**config.mk**
```make
export PLATFORM = sky130hd
export DESIGN_NAME = gate_selftest
export DESIGN_NICKNAME = d
export VERILOG_FILES = /design/src/rtl/gate_selftest.sv
export SDC_FILE = /design/constraint.sdc
export NUM_CORES = 1
export LEC_CHECK = 0
export ABC_AREA = 1
export CAP_MARGIN = 20
export CELL_PAD_IN_SITES_DETAIL_PLACEMENT = 0
export CELL_PAD_IN_SITES_GLOBAL_PLACEMENT = 1
export CORE_ASPECT_RATIO = 1.1
export CORE_UTILIZATION = 39
export CTS_CLUSTER_DIAMETER = 150
export CTS_CLUSTER_SIZE = 28
export DETAILED_ROUTE_END_ITERATION = 16
export HOLD_SLACK_MARGIN = 0.03
export PLACE_DENSITY_LB_ADDON = 0.1
export SYNTH_ARGS = -nofsm -noshare
export SYNTH_HDL_FRONTEND = slang
export SYNTH_SLANG_ARGS = --single-unit
```
**constraint.sdc**
```tcl
create_clock -name clk_i -period 2.1 [get_ports clk_i]
set_input_delay 0.525 -clock clk_i [delete_from_list [all_inputs] [get_ports clk_i]]
set_output_delay 0.525 -clock clk_i [all_outputs]
set_load 0.01 [all_outputs]
```
**src/rtl/gate_selftest.sv**
```systemverilog
// gate_selftest: exhaustive self-test sequencer for a 16-output combinational gate board.
//
// Drives every combination of the three gate inputs {C,B,A} in turn. After each change it waits
// SETTLE_CYCLES clocks, then compares the (double-synchronised) gate outputs against the ideal
// truth table for one cycle. Mismatches accumulate in a sticky per-gate mask.
//
// Ports
//   clk_i         single clock, rising edge
//   rst_i         synchronous, active-high reset
//   start_i       one-cycle request to begin a sweep (honoured only when idle or done)
//   loop_i        repeat sweeps back to back while high; sampled at the end of each sweep
//   vec_o         stimulus to the gates: bit0=A, bit1=B, bit2=C
//   result_i      gate outputs, asynchronous to clk_i
//   busy_o        sweep in progress
//   done_o        sweep finished; held until the next start or reset
//   pass_o        done_o and no gate ever mismatched
//   fail_mask_o   sticky per-gate mismatch flags
//   first_fail_o  {valid, vec} of the first mismatching vector
//   pass_cnt_o    completed error-free sweeps, saturating at 255

module gate_selftest #(
  parameter int unsigned SETTLE_CYCLES = 4
) (
  input  logic        clk_i,
  input  logic        rst_i,
  input  logic        start_i,
  input  logic        loop_i,
  output logic [2:0]  vec_o,
  input  logic [15:0] result_i,
  output logic        busy_o,
  output logic        done_o,
  output logic        pass_o,
  output logic [15:0] fail_mask_o,
  output logic [3:0]  first_fail_o,
  output logic [7:0]  pass_cnt_o
);

  // Counter runs SETTLE_CYCLES-1 down to 0, giving SETTLE_CYCLES settle cycles per vector.
  localparam logic [7:0] SettleLoad = 8'(SETTLE_CYCLES - 32'd1);

  typedef enum logic [1:0] {
    StIdle,
    StSettle,
    StCheck,
    StDone
  } state_e;

  state_e      state_q;
  logic [7:0]  settle_cnt_q;
  logic [2:0]  vec_q;
  logic        busy_q;
  logic        done_q;
  logic        pass_q;
  logic [15:0] fail_mask_q;
  logic [3:0]  first_fail_q;
  logic [7:0]  pass_cnt_q;
  // Set once any CHECK of the current sweep has mismatched; cleared at each sweep start/wrap.
  logic        sweep_err_q;

  // Two-flop synchroniser for the asynchronous gate outputs.
  logic [15:0] sync1_q;
  logic [15:0] sync2_q;

  logic [15:0] expected;
  logic [15:0] mismatch;
  logic [15:0] mask_next;
  logic        any_mismatch;
  logic        sweep_clean;

  // Ideal truth table of the gate board.
  function automatic logic [15:0] gate_expect(input logic [2:0] v);
    logic        a;
    logic        b;
    logic        c;
    logic [15:0] e;
    a = v[0];
    b = v[1];
    c = v[2];
    e[0]  = a;
    e[1]  = a;
    e[2]  = ~a;
    e[3]  = c ? b : a;
    e[4]  = a & b;
    e[5]  = a & b & c;
    e[6]  = ~(a & b);
    e[7]  = ~(a & b & c);
    e[8]  = a | b;
    e[9]  = a | b | c;
    e[10] = ~(a | b);
    e[11] = ~(a | b | c);
    e[12] = (a & b) | c;
    e[13] = (a | b) & c;
    e[14] = a ^ b;
    e[15] = a ^ b ^ c;
    return e;
  endfunction

  always_comb begin
    expected     = gate_expect(vec_q);
    mismatch     = sync2_q ^ expected;
    any_mismatch = (mismatch != 16'h0000);
    mask_next    = fail_mask_q | mismatch;
    // Only meaningful in the vec 7 CHECK: the whole sweep, including this cycle, was clean.
    sweep_clean  = ~sweep_err_q & ~any_mismatch;
  end

  always_ff @(posedge clk_i) begin
    if (rst_i) begin
      sync1_q <= 16'h0000;
      sync2_q <= 16'h0000;
    end else begin
      sync1_q <= result_i;
      sync2_q <= sync1_q;
    end
  end

  always_ff @(posedge clk_i) begin
    if (rst_i) begin
      state_q      <= StIdle;
      settle_cnt_q <= 8'd0;
      vec_q        <= 3'd0;
      busy_q       <= 1'b0;
      done_q       <= 1'b0;
      pass_q       <= 1'b0;
      fail_mask_q  <= 16'h0000;
      first_fail_q <= 4'h0;
      pass_cnt_q   <= 8'd0;
      sweep_err_q  <= 1'b0;
    end else begin
      case (state_q)
        StIdle, StDone: begin
          if (start_i) begin
            state_q      <= StSettle;
            settle_cnt_q <= SettleLoad;
            vec_q        <= 3'd0;
            busy_q       <= 1'b1;
            done_q       <= 1'b0;
            pass_q       <= 1'b0;
            fail_mask_q  <= 16'h0000;
            first_fail_q <= 4'h0;
            sweep_err_q  <= 1'b0;
          end
        end

        StSettle: begin
          if (settle_cnt_q == 8'd0) begin
            state_q <= StCheck;
          end else begin
            settle_cnt_q <= settle_cnt_q - 8'd1;
          end
        end

        StCheck: begin
          fail_mask_q <= mask_next;
          if (any_mismatch && !first_fail_q[3]) begin
            first_fail_q <= {1'b1, vec_q};
          end

          if (vec_q != 3'd7) begin
            vec_q        <= vec_q + 3'd1;
            settle_cnt_q <= SettleLoad;
            state_q      <= StSettle;
            sweep_err_q  <= sweep_err_q | any_mismatch;
          end else begin
            if (sweep_clean && (pass_cnt_q != 8'hFF)) begin
              pass_cnt_q <= pass_cnt_q + 8'd1;
            end
            sweep_err_q <= 1'b0;
            if (loop_i) begin
              // Mask and first-fail stay sticky across looped sweeps.
              vec_q        <= 3'd0;
              settle_cnt_q <= SettleLoad;
              state_q      <= StSettle;
            end else begin
              state_q <= StDone;
              busy_q  <= 1'b0;
              done_q  <= 1'b1;
              pass_q  <= (mask_next == 16'h0000);
            end
          end
        end

        default: begin
          state_q <= StIdle;
          busy_q  <= 1'b0;
          done_q  <= 1'b0;
          pass_q  <= 1'b0;
        end
      endcase
    end
  end

  assign vec_o        = vec_q;
  assign busy_o       = busy_q;
  assign done_o       = done_q;
  assign pass_o       = pass_q;
  assign fail_mask_o  = fail_mask_q;
  assign first_fail_o = first_fail_q;
  assign pass_cnt_o   = pass_cnt_q;

endmodule

```
==> flow_summary.ini <==
[die]
die_area_sq_um = 9897
core_area_sq_um = 9054
die_w_um = 94.95
ios = 54
start_util = 0.4093
die_y_um = 104.2
rows = 36

[routing]
wl_met3_um = 260
highest_layer = met4
drt-initial-drc-count = 174
drtPass1Iterations = 4
postRouteAntennaNets = 0
drc = 0
wl_met2_um = 4017
wirelength_um = 8746
wl_per_cell_um = 11.95
vias = 3360
vias_per_cell = 4.590
wl_met1_um = 4301

[synthesis]
postSynthAreaPerCell_sq_um = 6.927
yosys.cell_types.count = 39
syn_area_sq_um = 3706
synth_nets = 565
synth_warnings = 0
async_reset_ff_frac = 0
synth_edf_count = 0
yosysSeqAreaShare = 0.4159
synth_seq_cells = 77
ys.flop_type = dfxtp_1
synthCells = 535

[clocking]
cts_root_buf = clkbuf_8
cts_num_sinks = 77
cts_buffers = 9
cts_tree = yes
htree_levels = 3
clockBufferDepth = 2
postCtsSetupBuffers = 0
clkLatencyLatePin_ns = 0.36
cts.clk_slew.worst_paths_ns = 0.08

[layout]
antenna-diode-count = 0
final_common_cell = nand2_1
nFillCells = 886
layout_common_cells = nand2_1, inv_1, nor2_1, dfxtp_1, clkdlybuf4s50_1
finalInstanceArea_sq_um = 4803
drive_above_1_share = 0.1472
areaGrowthSynthToFinish_pct = 29.61
seqCellArea_sq_um = 1548
fin_nets = 643
multiInputGateArea_sq_um = 1777
stdcell_count = 732

[place]
gp_congestion = 0.8372
hpwl_um = 6693
postPlaceCellArea_sq_um = 4507
dp.cells = 715
dp_slack_ns = 0.02046
numPortBuffers = 53

[power_and_ir_drop]
peakVddDrop_v = 0.0004630
p_per_area_nw_per_um2 = 848.0
p_leak_nw = 2.214

[setup_path]
startpoint_type = flip-flop
worstRegToRegCells = 14
end_kind = output port
critical_path_class = flip-flop to output port
r2r-end = pass_cnt_o[2]
path_max_fanout = 8
rrSetupSlack_ns = 0.15
required_ns = 1.57
arrival_ns = 1.47
r2r-start = vec_o[1]

[global_route]
grt_pass1_wl_um = 14100
grt_max_degree = 35
antenna_found_initial = 0
grt_pass1_vias = 2956
grt_use_total = 0.1842
grt-ovfl-total = 0

[timing]
fmax_mhz = 502.0
slew_violations = 0
finClkSkew_ns = 0.01334
grt_setup_unrepaired = false
hold_viol_final = 0
tightest_slew_ns = 0.4787
period_needed_ns = 1.992
setup_slack_ns = 0.1081
tns_ns = 0
fin_crit_sh = 0.9485
setup-violations-final = 0
max_slew_margin = 0.6775

[hold_path]
hold_depth = 2
min_path_type = flip-flop to flip-flop
min_from = sync1_q[0]
holdPathEnd = sync2_q[0]

[status]
status = finished, final reports clean

[job]
cap_viol_max_count = 0
[area by class of cell]
class                   count  share of cell area
multi-input cells         348              0.3699
flip-flops and latches     77              0.3222
repair buffers             78              0.1511
inverters                  99             0.07945
well taps                 114             0.02970
clock buffers               9             0.02579
clock inverters             7             0.02188
[worst max-delay path: stages (launching register included)]
cell and delay, ns:
dfxtp_4 0.40, buf_4 0.17, clkdlybuf4s50_1 0.55
[cell usage after synthesis (2+ instances only)]
| master | count | area share |
|---|---|---|
| inv_2 | 4 | 0.0041 |
| clkbuf_1 | 2 | 0.0020 |
| nand4_1 | 10 | 0.017 |
| buf_2 | 3 | 0.0041 |
| inv_4 | 2 | 0.0034 |
| o21ai_0 | 19 | 0.026 |
| or2_2 | 3 | 0.0051 |
| nor2_4 | 3 | 0.0091 |
| nand3_1 | 21 | 0.028 |
| dfxtp_1 | 77 | 0.42 |
| nand3_2 | 2 | 0.0054 |
| nand2_2 | 6 | 0.010 |
| nand3b_1 | 3 | 0.0061 |
| ha_1 | 10 | 0.034 |
| nor2_1 | 84 | 0.085 |
| a31oi_1 | 4 | 0.0068 |
| buf_6 | 2 | 0.0061 |
| nand2_4 | 3 | 0.0091 |
| a21oi_1 | 26 | 0.035 |
| buf_1 | 4 | 0.0041 |
| a22oi_1 | 4 | 0.0081 |
| a21oi_2 | 3 | 0.0071 |
| nor3_1 | 4 | 0.0054 |
| nand2_1 | 129 | 0.13 |
| inv_1 | 92 | 0.093 |
| nor2_2 | 2 | 0.0034 |
[timing repair]
action	4_1_cts	5_1_grt
hold buffers	0	0
gates resized for setup	0	18
endpoints found under the setup margin	0	15
[kinds of logic after synthesis]
kind of cell / after synthesis / synth area share
AND/OR/NAND/NOR: 277 / 0.3379
buffers and inverters: 111 / 0.1212
flip-flops: 77 / 0.4159
AO/OA/AOI/OAI: 58 / 0.08643
adder cells (fa/ha/maj): 10 / 0.03376
XOR/XNOR: 2 / 0.004727
[registers in the layout, summed over array words and instances, names as in the netlist]
register      count
sync1_q          16
state_q           2
first_fail_o      4
sync2_q          16
fail_mask_o      16
sweep_err_q       1
settle_cnt_q      8
pass_cnt_o        8
busy_o            1
vec_o             3
done_o            1
pass_o            1
[power breakdown]
group / internal [mW] / total (mW) / switching (mW)
combinational: 0.441 / 1.11 / 0.673
clock: 0.688 / 1.30 / 0.609
sequential: 1.58 / 1.66 / 0.0789
total: 2.71 / 4.07 / 1.36
[worst max path at each step]
stage / start / endpoint / slack (ns) / cells after the start
after floorplan: vec_o[0] / pass_cnt_o[0] / 0.1 / 16
after global placement: start_i / settle_cnt_q[7] / 0.06 / 10
after detailed placement: start_i / settle_cnt_q[7] / 0.02 / 10
after CTS: vec_o[0] / vec_o[0] / 0.01 / 2
after global routing: vec_o[0] / pass_cnt_o[3] / 0.007 / 14
final: vec_o[0] / vec_o[0] / 0.11 / 2
[through the flow]
stage          power (mW)  utilization  hold WS (ns)
2_1_floorplan       2.408            -        0.3883
3_3_place_gp        2.792       0.4978        0.3911
3_5_place_dp        2.803       0.4978        0.3928
4_1_cts             4.107       0.5231        0.4018
5_1_grt             4.338       0.5305        0.4177
6_report            4.073       0.5305        0.4023
[layer usage]
layer	up-vias	global-route usage
li1	1800	-
met1	1494	0.2431
met2	52	0.2903
met5	-	0
met3	14	0.03655
met4	0	0.07468
Note: power is estimated with default switching activity, not from simulation.
